==> src/rtl/seg_pkg.sv <==
// Shared definitions for the multiplexed seven-segment display:
// segment patterns, cathode bit order, conversion FSM states and pow10.
package seg_pkg;

    // Cathode bit order: cathode[6]=a, [5]=b, [4]=c, [3]=d, [2]=e, [1]=f, [0]=g.
    // All patterns are active-low (0 = segment lit).
    localparam int SEG_W = 7;
    localparam int SEG_A = 6;
    localparam int SEG_B = 5;
    localparam int SEG_C = 4;
    localparam int SEG_D = 3;
    localparam int SEG_E = 2;
    localparam int SEG_F = 1;
    localparam int SEG_G = 0;

    localparam logic [SEG_W-1:0] SEG_BLANK = 7'b1111111;
    localparam logic [SEG_W-1:0] SEG_DASH  = 7'b1111110;

    localparam logic [SEG_W-1:0] SEG_DIGIT [0:9] = '{
        7'b0000001,  // 0
        7'b1001111,  // 1
        7'b0010010,  // 2
        7'b0000110,  // 3
        7'b1001100,  // 4
        7'b0100100,  // 5
        7'b0100000,  // 6
        7'b0001111,  // 7
        7'b0000000,  // 8
        7'b0000100   // 9
    };

    typedef enum logic [1:0] {
        CONV_IDLE  = 2'd0,
        CONV_SHIFT = 2'd1,
        CONV_DONE  = 2'd2
    } conv_state_e;

    // Elaboration-time power of ten.
    function automatic longint unsigned pow10(input int n);
        longint unsigned p;
        p = 1;
        for (int i = 0; i < n; i++) p = p * 10;
        return p;
    endfunction

    // BCD nibble to active-low segments; non-decimal codes go dark.
    function automatic logic [SEG_W-1:0] seg_decode(input logic [3:0] v);
        if (v > 4'd9) return SEG_BLANK;
        return SEG_DIGIT[v];
    endfunction

endpackage

==> src/rtl/bin2bcd_seq.sv <==
// Sequential double-dabble binary-to-BCD converter with change detect.
// A conversion starts whenever the input differs from the last converted
// value; the committed BCD and overflow flag only update as a whole.
//
//   state      | meaning
//   -----------+------------------------------------------------------
//   CONV_IDLE  | waiting; compares bin_i against last converted value
//   CONV_SHIFT | one add-3 / shift step per edge, BIN_W steps total
//   CONV_DONE  | commit scratch BCD and overflow flag, drop busy
module bin2bcd_seq
    import seg_pkg::*;
#(
    parameter int BIN_W  = 7,
    parameter int DIGITS = 2
) (
    input  logic                  clk_i,
    input  logic                  rst_n_i,
    input  logic [BIN_W-1:0]      bin_i,
    output logic [4*DIGITS-1:0]   bcd_o,
    output logic                  ovf_o,
    output logic                  busy_o
);

    localparam int BCD_W = 4 * DIGITS;
    localparam int CNT_W = $clog2(BIN_W + 1);
    localparam longint unsigned P10 = pow10(DIGITS);
    localparam longint unsigned CAP = 64'd1 << BIN_W;
    // When 10^DIGITS does not fit in BIN_W bits, clamp to 2^BIN_W so the
    // comparison can never be true.
    localparam logic [BIN_W:0] LIMIT = (BIN_W+1)'((P10 < CAP) ? P10 : CAP);

    conv_state_e          state_q;
    logic [BIN_W-1:0]     last_q;
    logic [BIN_W-1:0]     shreg_q;
    logic [BCD_W-1:0]     scratch_q;
    logic [CNT_W-1:0]     cnt_q;
    logic [BCD_W-1:0]     bcd_q;
    logic                 ovf_q;
    logic                 busy_q;

    logic [BCD_W-1:0]       adj_d;
    logic [BCD_W+BIN_W-1:0] shift_d;

    // Add-3 correction on every nibble >= 5, then the combined left shift.
    always_comb begin
        adj_d = scratch_q;
        for (int i = 0; i < DIGITS; i++) begin
            if (scratch_q[4*i +: 4] >= 4'd5) adj_d[4*i +: 4] = scratch_q[4*i +: 4] + 4'd3;
        end
        shift_d = {adj_d, shreg_q} << 1;
    end

    // Conversion FSM with registered busy/bcd/ovf outputs.
    always_ff @(posedge clk_i or negedge rst_n_i) begin
        if (!rst_n_i) begin
            state_q   <= CONV_IDLE;
            last_q    <= '0;
            shreg_q   <= '0;
            scratch_q <= '0;
            cnt_q     <= '0;
            bcd_q     <= '0;
            ovf_q     <= 1'b0;
            busy_q    <= 1'b0;
        end else begin
            case (state_q)
                CONV_IDLE: begin
                    if (bin_i != last_q) begin
                        last_q    <= bin_i;
                        shreg_q   <= bin_i;
                        scratch_q <= '0;
                        cnt_q     <= CNT_W'(BIN_W);
                        busy_q    <= 1'b1;
                        state_q   <= CONV_SHIFT;
                    end
                end
                CONV_SHIFT: begin
                    scratch_q <= shift_d[BCD_W+BIN_W-1 -: BCD_W];
                    shreg_q   <= shift_d[BIN_W-1:0];
                    cnt_q     <= cnt_q - 1'b1;
                    if (cnt_q == CNT_W'(1)) state_q <= CONV_DONE;
                end
                CONV_DONE: begin
                    bcd_q   <= scratch_q;
                    ovf_q   <= ({1'b0, last_q} >= LIMIT);
                    busy_q  <= 1'b0;
                    state_q <= CONV_IDLE;
                end
                default: state_q <= CONV_IDLE;
            endcase
        end
    end

    assign bcd_o  = bcd_q;
    assign ovf_o  = ovf_q;
    assign busy_o = busy_q;

endmodule

==> src/rtl/seg_scan_display.sv <==
// Multiplexed seven-segment scanner: score (via sequential BCD conversion)
// on the leftmost SCORE_DIGITS positions, live BCD timer digits on the rest.
// Optional build macro SEG_LEAD_ZERO_BLANK_EN blanks leading zero score
// digits (rightmost score digit always shown, dashes take priority).
module seg_scan_display
    import seg_pkg::*;
#(
    parameter int NUM_DIGITS   = 4,
    parameter int SCORE_DIGITS = 2,
    parameter int BIN_W        = 7
) (
    input  logic                                     digit_clk,
    input  logic                                     rst_n,
    input  logic [BIN_W-1:0]                         score_bin,
    input  logic [4*(NUM_DIGITS-SCORE_DIGITS)-1:0]   sec_bcd,
    input  logic                                     blank,
    output logic [NUM_DIGITS-1:0]                    anode,
    output logic [SEG_W-1:0]                         cathode,
    output logic                                     conv_busy
);

    localparam int IDX_W = $clog2(NUM_DIGITS);
    localparam int SBCD_W = 4 * SCORE_DIGITS;

    logic [SBCD_W-1:0]     score_bcd;
    logic                  score_ovf;
    logic [IDX_W-1:0]      idx_q, idx_d;
    logic [NUM_DIGITS-1:0] anode_q, anode_d;
    logic [SEG_W-1:0]      cathode_q, cathode_d;
    logic [SEG_W-1:0]      pos_seg [NUM_DIGITS];

    bin2bcd_seq #(
        .BIN_W  (BIN_W),
        .DIGITS (SCORE_DIGITS)
    ) u_conv (
        .clk_i   (digit_clk),
        .rst_n_i (rst_n),
        .bin_i   (score_bin),
        .bcd_o   (score_bcd),
        .ovf_o   (score_ovf),
        .busy_o  (conv_busy)
    );

    // Segment pattern for each score position, most significant first.
    for (genvar k = 0; k < SCORE_DIGITS; k++) begin : g_score
        logic [3:0] nib;
        assign nib = score_bcd[4*(SCORE_DIGITS-1-k) +: 4];
`ifdef SEG_LEAD_ZERO_BLANK_EN
        logic lead_zero;
        assign lead_zero = (k < SCORE_DIGITS-1) && (score_bcd[SBCD_W-1 -: 4*(k+1)] == '0);
        assign pos_seg[k] = score_ovf ? SEG_DASH : (lead_zero ? SEG_BLANK : seg_decode(nib));
`else
        assign pos_seg[k] = score_ovf ? SEG_DASH : seg_decode(nib);
`endif
    end

    // Segment pattern for each timer position, straight from the live input.
    for (genvar k = SCORE_DIGITS; k < NUM_DIGITS; k++) begin : g_time
        assign pos_seg[k] = seg_decode(sec_bcd[4*(NUM_DIGITS-1-k) +: 4]);
    end

    // Select the current position's anode/cathode; blank forces everything dark.
    always_comb begin
        anode_d   = '1;
        cathode_d = SEG_BLANK;
        idx_d     = (idx_q == IDX_W'(NUM_DIGITS-1)) ? '0 : idx_q + 1'b1;
        if (!blank) begin
            for (int k = 0; k < NUM_DIGITS; k++) begin
                if (idx_q == IDX_W'(k)) begin
                    anode_d[NUM_DIGITS-1-k] = 1'b0;
                    cathode_d               = pos_seg[k];
                end
            end
        end
    end

    // Scan index always advances so blanking never slips the phase.
    always_ff @(posedge digit_clk or negedge rst_n) begin
        if (!rst_n) begin
            idx_q     <= '0;
            anode_q   <= '1;
            cathode_q <= SEG_BLANK;
        end else begin
            idx_q     <= idx_d;
            anode_q   <= anode_d;
            cathode_q <= cathode_d;
        end
    end

    assign anode   = anode_q;
    assign cathode = cathode_q;

endmodule

==> config.mk <==
export PLATFORM = sky130hd
export DESIGN_NAME = seg_scan_display
export DESIGN_NICKNAME = d
export VERILOG_FILES = /design/src/rtl/seg_pkg.sv /design/src/rtl/bin2bcd_seq.sv /design/src/rtl/seg_scan_display.sv
export SDC_FILE = /design/constraint.sdc
export NUM_CORES = 1
export LEC_CHECK = 0
export BUFFER_PORTS_ARGS = -buffer_cell sky130_fd_sc_hd__buf_2
export CORE_ASPECT_RATIO = 2
export CORE_MARGIN = 2
export CORE_UTILIZATION = 40
export CTS_CLUSTER_SIZE = 28
export DETAILED_ROUTE_END_ITERATION = 12
export PLACE_DENSITY = 0.56
export SYNTH_ARGS = -nofsm -noshare
export SYNTH_HDL_FRONTEND = slang
export SYNTH_HIERARCHICAL = 1
export SYNTH_SLANG_ARGS = --single-unit
==> constraint.sdc <==
create_clock -name digit_clk -period 2.3 [get_ports digit_clk]
set_input_delay 0.46 -clock digit_clk [delete_from_list [all_inputs] [get_ports digit_clk]]
set_output_delay 0.46 -clock digit_clk [all_outputs]
set_load 0.03 [all_outputs]
After elaboration in Yosys (flattened, before gate mapping)
Memories as Yosys holds them, arrays and structs flattened.
Index checks and enable logic that the tools add are counted.
{"block": "op_classes", "mux": 46, "n_lt_le_gt_ge": 11, "n_eq_ne": 9, "n_bitwise": 4, "add_sub_neg": 4, "n_reduce_logical": 8}
{"cell": "$mux 7", "n": 24}
{"cell": "$ge 5x5->1 const B", "n": 4}
{"cell": "$not 4->5", "n": 4}
{"cell": "$gt 4x4->1 const B", "n": 4}
{"cell": "$pmux 8 s2", "n": 1}
{"cell": "$pmux 7 s2", "n": 1}
{"cell": "$mux 1", "n": 9}
{"cell": "$ge 4x3->1 const B", "n": 2}
{"cell": "$mux 4", "n": 2}
{"cell": "$mux 8", "n": 1}
{"cell": "$reduce_and 2->1", "n": 4}
{"cell": "$ge 7x7->1 const B", "n": 1}
{"cell": "$ne 7x7->1", "n": 1}
{"cell": "$eq 2x2->1 const B", "n": 3}
{"cell": "$mux 2", "n": 3}
{"cell": "$mux 3", "n": 2}
{"cell": "$pmux 3 s2", "n": 1}
{"cell": "$add 4x2->4 const B", "n": 1}
{"cell": "$eq 2x1->1 const B", "n": 2}
{"cell": "$logic_not 2->1", "n": 2}
{"cell": "$ne 2x1->1 const B", "n": 2}
{"cell": "$pmux 2 s2", "n": 1}
{"cell": "$reduce_bool 2->1", "n": 2}
{"cell": "$add 3x2->3 const B", "n": 1}
{"cell": "other kinds (4)", "n": 4}
{"block": "totals", "register_bits": 50, "romBits": 448, "n_memories": 4, "wordCells": 97, "inputBits": 18, "out_inout_bits": 12}
{"name": "(name not given)", "depth": 16, "width": 7, "read_ports": 1, "rd_ports_with_merged_regs": 0, "write_ports": 0, "line_no": "seg_pkg.sv:49", "rtl": "return SEG_DIGIT[v];"}
{"name": "(name not given)", "depth": 16, "width": 7, "read_ports": 1, "rd_ports_with_merged_regs": 0, "write_ports": 0, "line_no": "seg_pkg.sv:49"}
{"name": "(name not given)", "depth": 16, "width": 7, "read_ports": 1, "rd_ports_with_merged_regs": 0, "write_ports": 0, "line_no": "seg_pkg.sv:49"}
{"name": "(name not given)", "depth": 16, "width": 7, "read_ports": 1, "rd_ports_with_merged_regs": 0, "write_ports": 0, "line_no": "seg_pkg.sv:49"}

Logic depth before layout (Yosys ltp)
Gate-level depths: netlist of run 1.
{"block": "logic_depth", "word_depth": 11, "mapped_depth": 7, "ltp_nobuf": 7}

Modules after synthesis
Netlist of run 1, hierarchy kept.
{"mod": "bin2bcd_seq", "area_per_inst_um2": 1770.4, "seq_area_each_um2": 925.9, "cells_each": 173, "n_inst": 1}
{"mod": "seg_scan_display", "area_per_inst_um2": 1386.3, "seq_area_each_um2": 339.1, "cells_each": 168, "n_inst": 1}

Worst setup path after synthesis of run 1
Ideal clock, no wire load.
{"block": "synth_path", "path_type": "input -> register", "from": "input port sec_bcd[4]", "to": "register cathode_q[6] (netlist: cathode[6])", "arrival_ps": 1588, "setup_time_ps": 83, "path_stages": 7, "required_ps": 2217, "path_slack_ps": 629, "path_buffers": 0, "cell_sequence": "inv_1 > ha_1 > nor3b_4 > a211o_1 > nor2_1 > a311oi_1 > a221o_1"}
{"block": "synth_via", "elab_chain_cells": 8, "elab_cells_between_ends": 10, "cone_classes": "1 x order compare; 7 x mux; 1 x bitwise; 1 x memory"}
{"element": "start, declared", "line_no": "seg_scan_display.sv:15", "rtl": "input logic [4*(NUM_DIGITS-SCORE_DIGITS)-1:0] sec_bcd,"}
{"element": "$not 4->5 (not written as such)", "line_no": "seg_pkg.sv:49"}
{"element": "$mem_v2 16x7"}
{"element": "$mux 7 (not written as such) (2 in a row)", "line_no": "seg_pkg.sv:49"}
{"element": "$mux 7 (*)", "line_no": "seg_pkg.sv:49"}
{"element": "$mux 7 (*) (2 in a row)", "line_no": "seg_scan_display.sv:69", "rtl": "if (idx_q == IDX_W'(k)) begin"}
{"element": "$mux 7 (*)", "line_no": "seg_scan_display.sv:67", "rtl": "if (!blank) begin"}
{"element": "named net cathode_d[6]", "line_no": "seg_scan_display.sv:29", "rtl": "logic [SEG_W-1:0] cathode_q, cathode_d;"}
{"element": "end signal, assigned", "line_no": "seg_scan_display.sv:86", "rtl": "cathode_q <= cathode_d;"}
{"element": "end, declared", "line_no": "seg_scan_display.sv:29"}
The timed path passes the listed nets; every way through them passes the cells marked *. The select of a mux whose other input is x is not followed.
A chain may end at the register's enable or synchronous reset.

Worst setup path after layout of run 1
{"block": "layout_path", "from": "register idx_q[0]", "to": "register cathode_q[6] (netlist: cathode[6])"}
{"block": "layout_via", "elab_chain_cells": 6, "elab_cells_between_ends": 9, "cone_classes": "3 x eq/ne; 5 x mux; 1 x reduce/logical"}
{"element": "start, declared", "line_no": "seg_scan_display.sv:27", "rtl": "logic [IDX_W-1:0] idx_q, idx_d;"}
{"element": "start signal, assigned", "line_no": "seg_scan_display.sv:84", "rtl": "idx_q <= idx_d;"}
{"element": "$logic_not 2->1", "line_no": "seg_scan_display.sv:69"}
{"element": "$mux 7 (3 in a row)", "line_no": "seg_scan_display.sv:69"}
{"element": "$mux 7 (*)", "line_no": "seg_scan_display.sv:69"}
{"element": "$mux 7 (*)", "line_no": "seg_scan_display.sv:67"}
{"element": "named net cathode_d[6]", "line_no": "seg_scan_display.sv:29"}
The timed path passes the listed nets; every way through them passes the cells marked *.

==> flow_summary.json, run 1 <==
{
  "relSlewSlack_pct": 58.9,
  "groute.usage.overall_pct": 18.1,
  "wire_per_inst_um": 15.5,
  "ant_nets": 0,
  "post-cts-setup-buffer-count": 0,
  "viasPerCell": 5.35,
  "synth_cell_types": 54,
  "die_w_um": 66.8,
  "routed-via-count": 2466,
  "internal-power_w": 0.00241,
  "post-synth-top-count-cell": "nand2_1",
  "htreeDepth": 2,
  "clkTransAtPathRegs_ps": 60,
  "grt_pass1_vias": 2527,
  "tns_ps": 0,
  "synthFlopType": "dfrtp_1",
  "yosysSeqAreaShare_pct": 40.1,
  "status": "complete, no violations",
  "grt_max_degree": 24,
  "p_sw_w": 0.00168,
  "insertedDiodeCount": 0,
  "synth_top_area_cell": "dfrtp_1",
  "cts_root_buf": "clkbuf_16",
  "synth_edf_count": 0,
  "hold_path.class": "in2async",
  "fillers": 781,
  "end_kind": "flop",
  "cts_hold_buf": 0,
  "crit_path_max_fanout": 6,
  "core_sq_um": 7600,
  "synth_nets": 389,
  "numPortBuffers": 29,
  "clock_sinks": 50,
  "gp_congestion": 0.800,
  "synth_top_area_share_pct": 30.9,
  "power_density_nw_per_um2": 1170,
  "die_h_um": 130,
  "min_period_over_period_pct": 81.7,
  "cts_resized": 0,
  "globalRouteOverflowTotal": 0,
  "finalHoldViolCount": 0,
  "netlist_top_cells_area": "dfrtp_1 (31%), ha_1 (12%), dfstp_2 (9.2%)",
  "pre_cts_ws_ps": 363,
  "setup_viol": 0,
  "initial_core_util_pct": 41.5,
  "die_area_sq_um": 8660,
  "rows": 45,
  "p_comb_share_pct": 43.4,
  "grt_pass1_wl_mm": 11.7,
  "path_class": "reg2reg",
  "syn-cell-area_sq_um": 3160,
  "peakVddDrop_mv": 0.700,
  "synthArstFlopShare_pct": 100,
  "ff2ff_path_depth": 7,
  "cap_violations": 0,
  "worst_slack_ps": 422,
  "hpwl_mm": 5.61,
  "drt_iter0_markers": 55,
  "cts_made_buffers": 5,
  "critPathLaunchType": "flop",
  "cts_tree": "done",
  "min_period_ps": 1880,
  "worstMarginPinSlew_ps": 614,
  "synth-seq-cells": 50,
  "worstSkewPairLatency_ps": 290,
  "p_seq_share_pct": 39.0,
  "cts_buffer_depth": 2,
  "antenna_found_initial": 0,
  "timing.fmax_mhz": 532,
  "power.leakage_nw": 1.67,
  "rsz0062_at_grt": "no",
  "crit_required_ps": 2520,
  "ys_warn_count": 6,
  "synth_common_cells": "nand2_1 (46), dfrtp_1 (39), nor2_1 (39)",
  "swShare_pct": 41.1,
  "slew_violations": 0,
  "num_io_pins": 30,
  "pwr-share-clk_pct": 17.6,
  "drc": 0,
  "area_delta_synth_final_pct": 10.3,
  "placed_area_sq_um": 3340,
  "post_route_cells_drive_above_1_share_pct": 17.2,
  "finClkSkew_ps": 3.33,
  "finalInstanceArea_sq_um": 3480,
  "synth.avg_cell_area_sq_um": 9.26,
  "totalWireLength_mm": 7.13,
  "synth_cells": 341,
  "crit_arrival_ps": 2100,
  "dr.pass1.iters": 6,
  "final_nets": 414
}
[cells by family after synthesis]
family / synth area share (%)
compound gates: 20.1
xor+xnor: 2.77
fa+ha+maj: 11.9
buf+inv: 6.58
flops: 40.1
mux: 2.38
simple gates: 16.3
[state kept, by name, indices dropped and copies added (netlist names)]
| name | count |
|---|---|
| u_conv/busy_o | 1 |
| u_conv/shreg_q | 7 |
| u_conv/bcd_o | 8 |
| u_conv/ovf_o | 1 |
| u_conv/state_q | 2 |
| u_conv/scratch_q | 8 |
| cathode | 7 |
| u_conv/cnt_q | 3 |
| idx_q | 2 |
| u_conv/last_q | 7 |
| anode | 4 |
[through the flow]
step	hold slack, ps	utilization (%)	instances	power [W]
final	146	45.8	461	0.00409
after global routing	190	45.8	461	0.00444
after CTS	156	45.8	461	0.00415
after detailed placement	472	44.0	453	0.00340
after global placement	473	44.0	453	0.00335
after floorplan	164	-	341	0.00298
[cells in the final DEF (no fill, tap or decap), drive strengths merged, types with 7 or more instances in the layout]
cell,instances
a22o,7
nand2,46
nand2b,14
dfrtp,39
ha,30
inv,29
xor2,7
nor2,39
buf,32
a21oi,19
dfstp,11
o21ai,22
[layer usage]
metal	vias to the layer above	share of wire, %	wire (um)	global-route usage, %
li1	1220	-	-	-
met2	49	58	4140	36.4
met4	0	4.7	336	10.9
met5	-	0	0	0
met1	1178	35	2490	15.7
met3	19	2.3	164	2.78
[power groups by stage]
stage / Clock, W / Combinational (W) / Sequential [W]
finish: 0.000721 / 0.00177 / 0.00159
CTS: 0.000755 / 0.00180 / 0.00159
global placement: 0 / 0.00175 / 0.00161
global route: 0.000781 / 0.00200 / 0.00165
floorplan: 0 / 0.00140 / 0.00158
detailed placement: 0 / 0.00179 / 0.00161
[worst max-delay path: stages, from the launching register on]
cell and delay [ps]:
dfrtp_1 400, inv_1 80, ha_1 280, nor2_1 220
nand2_1 160, a21oi_2 160, a311oi_1 120, a221o_1 380
[cell type report]
type | count | area [sq um] | share of cell area (%)
clock inverters | 2 | 8.76 | 0.252
clock buffers | 6 | 129 | 3.70
flip-flops and latches | 50 | 1260 | 36.3
repair buffers | 32 | 168 | 4.82
multi-input cells | 248 | 1680 | 48.4
inverters | 29 | 109 | 3.13
well taps | 94 | 118 | 3.38
[final timing paths]
check | slack (ps) | endpoint | start
max | 420 | cathode[6] | idx_q[0]
min | 150 | idx_q[0] | rst_n
max reg2reg | 420 | cathode[6] | idx_q[0]
min reg2reg | 490 | u_conv/busy_o | u_conv/busy_o
max in group asynchronous | 1490 | cathode[1] | rst_n
min in group digit_clk | 410 | u_conv/last_q[1] | score_bin[1]
(Power assumes the default switching activity.)
==> run 2: changes to the inputs <==
--- a/config.mk
+++ b/config.mk
@@ -11,7 +11,7 @@
 export CORE_UTILIZATION = 40
 export CTS_CLUSTER_SIZE = 28
 export DETAILED_ROUTE_END_ITERATION = 12
-export PLACE_DENSITY = 0.56
+export PLACE_DENSITY = 0.58
 export SYNTH_ARGS = -nofsm -noshare
 export SYNTH_HDL_FRONTEND = slang
 export SYNTH_HIERARCHICAL = 1
==> constraint.sdc (replaced) <==
create_clock -name digit_clk -period 1.65 [get_ports digit_clk]
set_input_delay 0.33 -clock digit_clk [delete_from_list [all_inputs] [get_ports digit_clk]]
set_output_delay 0.33 -clock digit_clk [all_outputs]
set_load 0.03 [all_outputs]
==> run 2 against run 1 <==
Net effect: count of clock-buffer cells in the layout grew 2; fmax rose by 16%; sequential share of layout area is 4.2 points lower.
==> flow_summary.json, run 2 (synthesis gave the netlist of run 1 again) <==
{
  "rows": 45,
  "insertedDiodeCount": 0,
  "end_kind": "flop",
  "globalRouteOverflowTotal": 0,
  "die_w_um": 66.8,
  "relSlewSlack_pct": 68.9,
  "drc": 0,
  "slowest_stage": "dfrtp_1",
  "worstSkewPairLatency_ps": 290,
  "critPathLaunchType": "flop",
  "crit_path_max_fanout": 4,
  "ant_nets": 0,
  "die_area_sq_um": 8660,
  "path_class": "reg2reg",
  "finalPower_w": 0.00637,
  "power.leakage_nw": 1.88,
  "area_delta_synth_final_pct": 24.7,
  "cts_tree": "done",
  "grt_pass1_vias": 2633,
  "viasPerCell": 5.21,
  "min_period_ps": 1620,
  "finalInstanceArea_sq_um": 3940,
  "totalWireLength_mm": 7.45,
  "setup_viol": 0,
  "cts_root_buf": "clkbuf_16",
  "gp_congestion": 0.929,
  "grt_pass1_wl_mm": 12.0,
  "num_io_pins": 30,
  "min_period_over_period_pct": 98.1,
  "slew_violations": 0,
  "die_h_um": 130,
  "final_cell_mix": "nand2_1 (44), dfrtp_1 (39), buf_4 (39), nor2_1 (38), buf_2 (29)",
  "peakVddDrop_mv": 1.19,
  "routed-via-count": 2600,
  "initial_core_util_pct": 41.5,
  "crit_chain": "inv_2, buf_4, buf_4, ha_1, nand2_1, o21ai_0, o21ai_0, a221o_1",
  "finClkSkew_ps": 4.27,
  "core_sq_um": 7600,
  "crit_required_ps": 1870,
  "cap_violations": 0,
  "startpoint": "u_conv/bcd_o[4]",
  "finalHoldViolCount": 0,
  "htreeDepth": 2,
  "clkTransAtPathRegs_ps": 70,
  "power_density_nw_per_um2": 1620,
  "status": "complete, no violations",
  "cts_made_buffers": 5,
  "worst_slack_ps": 31.3,
  "crit-reg2reg-launch": "u_conv/bcd_o[4]",
  "worstMarginPinSlew_ps": 466,
  "placed_area_sq_um": 3620,
  "cts_buffer_depth": 2,
  "antenna_found_initial": 0,
  "finish.utilization_pct": 51.8,
  "final_common_cell": "nand2_1",
  "clock_sinks": 50,
  "crit_path_max_incr_delay_ps": 410,
  "hpwl_mm": 5.67,
  "post_route_cells_drive_above_1_share_pct": 31.9,
  "rsz0062_at_grt": "yes",
  "numPortBuffers": 29,
  "drt_iter0_markers": 105,
  "wire_per_inst_um": 14.9,
  "dr.pass1.iters": 4,
  "hold_path.class": "in2async",
  "timing.fmax_mhz": 618,
  "pre_cts_ws_ps": -113,
  "crit_arrival_ps": 1840,
  "groute.usage.overall_pct": 18.5,
  "final_nets": 452,
  "grt_max_degree": 51
}
[run 2: cell type report]
type	count	area, sq um
inverters	29	109
fillers	740	3670
flip-flops and latches	50	1260
repair buffers	70	478
multi-input cells	248	1800
clock buffers	8	166
well taps	94	118
[run 2: per-stage QoR]
step,instances,hold WS [ps],TNS (ps)
global placement,487,346,-152
floorplan,341,34.4,0
CTS,496,31.4,0
finish,499,17.2,0
detailed placement,487,345,-367
global route,499,31.4,-178
[run 2: routing by layer]
metal  GRT usage (%)  vias up  wire, um
li1                -     1293         -
met1            16.9     1248      2630
met2            37.2       43      4390
met3            2.43       16       158
met4            9.84        0       274
met5               0        -         0
[run 2: critical path, delay by kind of cell, from the launching register on]
family | cells | cell delay, ps
buffers and inverters | 3 | 320
flip-flops | 1 | 410
AND/OR/NAND/NOR | 1 | 60
AO/OA/AOI/OAI | 3 | 490
adder cells (fa/ha/maj) | 1 | 260
[run 2: report_power, final]
group,total [W],switching [W],internal [W]
logic,0.00306,0.00166,0.00140
clock network,0.00113,0.000446,0.000687
registers,0.00218,0.000429,0.00175
total,0.00637,0.00253,0.00384
[run 2: final timing paths]
kind,depth (start not counted),endpoint,slack (ps)
setup / recovery,8,cathode[3],30
hold / removal,2,idx_q[0],20
setup reg to reg,8,cathode[3],30
hold reg to reg,2,u_conv/busy_o,500
max in group asynchronous,2,cathode[4],1330
min in group digit_clk,3,u_conv/last_q[6],300
[run 2: repair_timing]
| item | 4_1_cts | 5_1_grt |
|---|---|---|
| setup endpoints to repair | 5 | 13 |
| hold buffers | 0 | 0 |
| setup buffers | 1 | 3 |
| pin swaps | 1 | 7 |
| resized for setup | 4 | 26 |
| cloned | 0 | 0 |
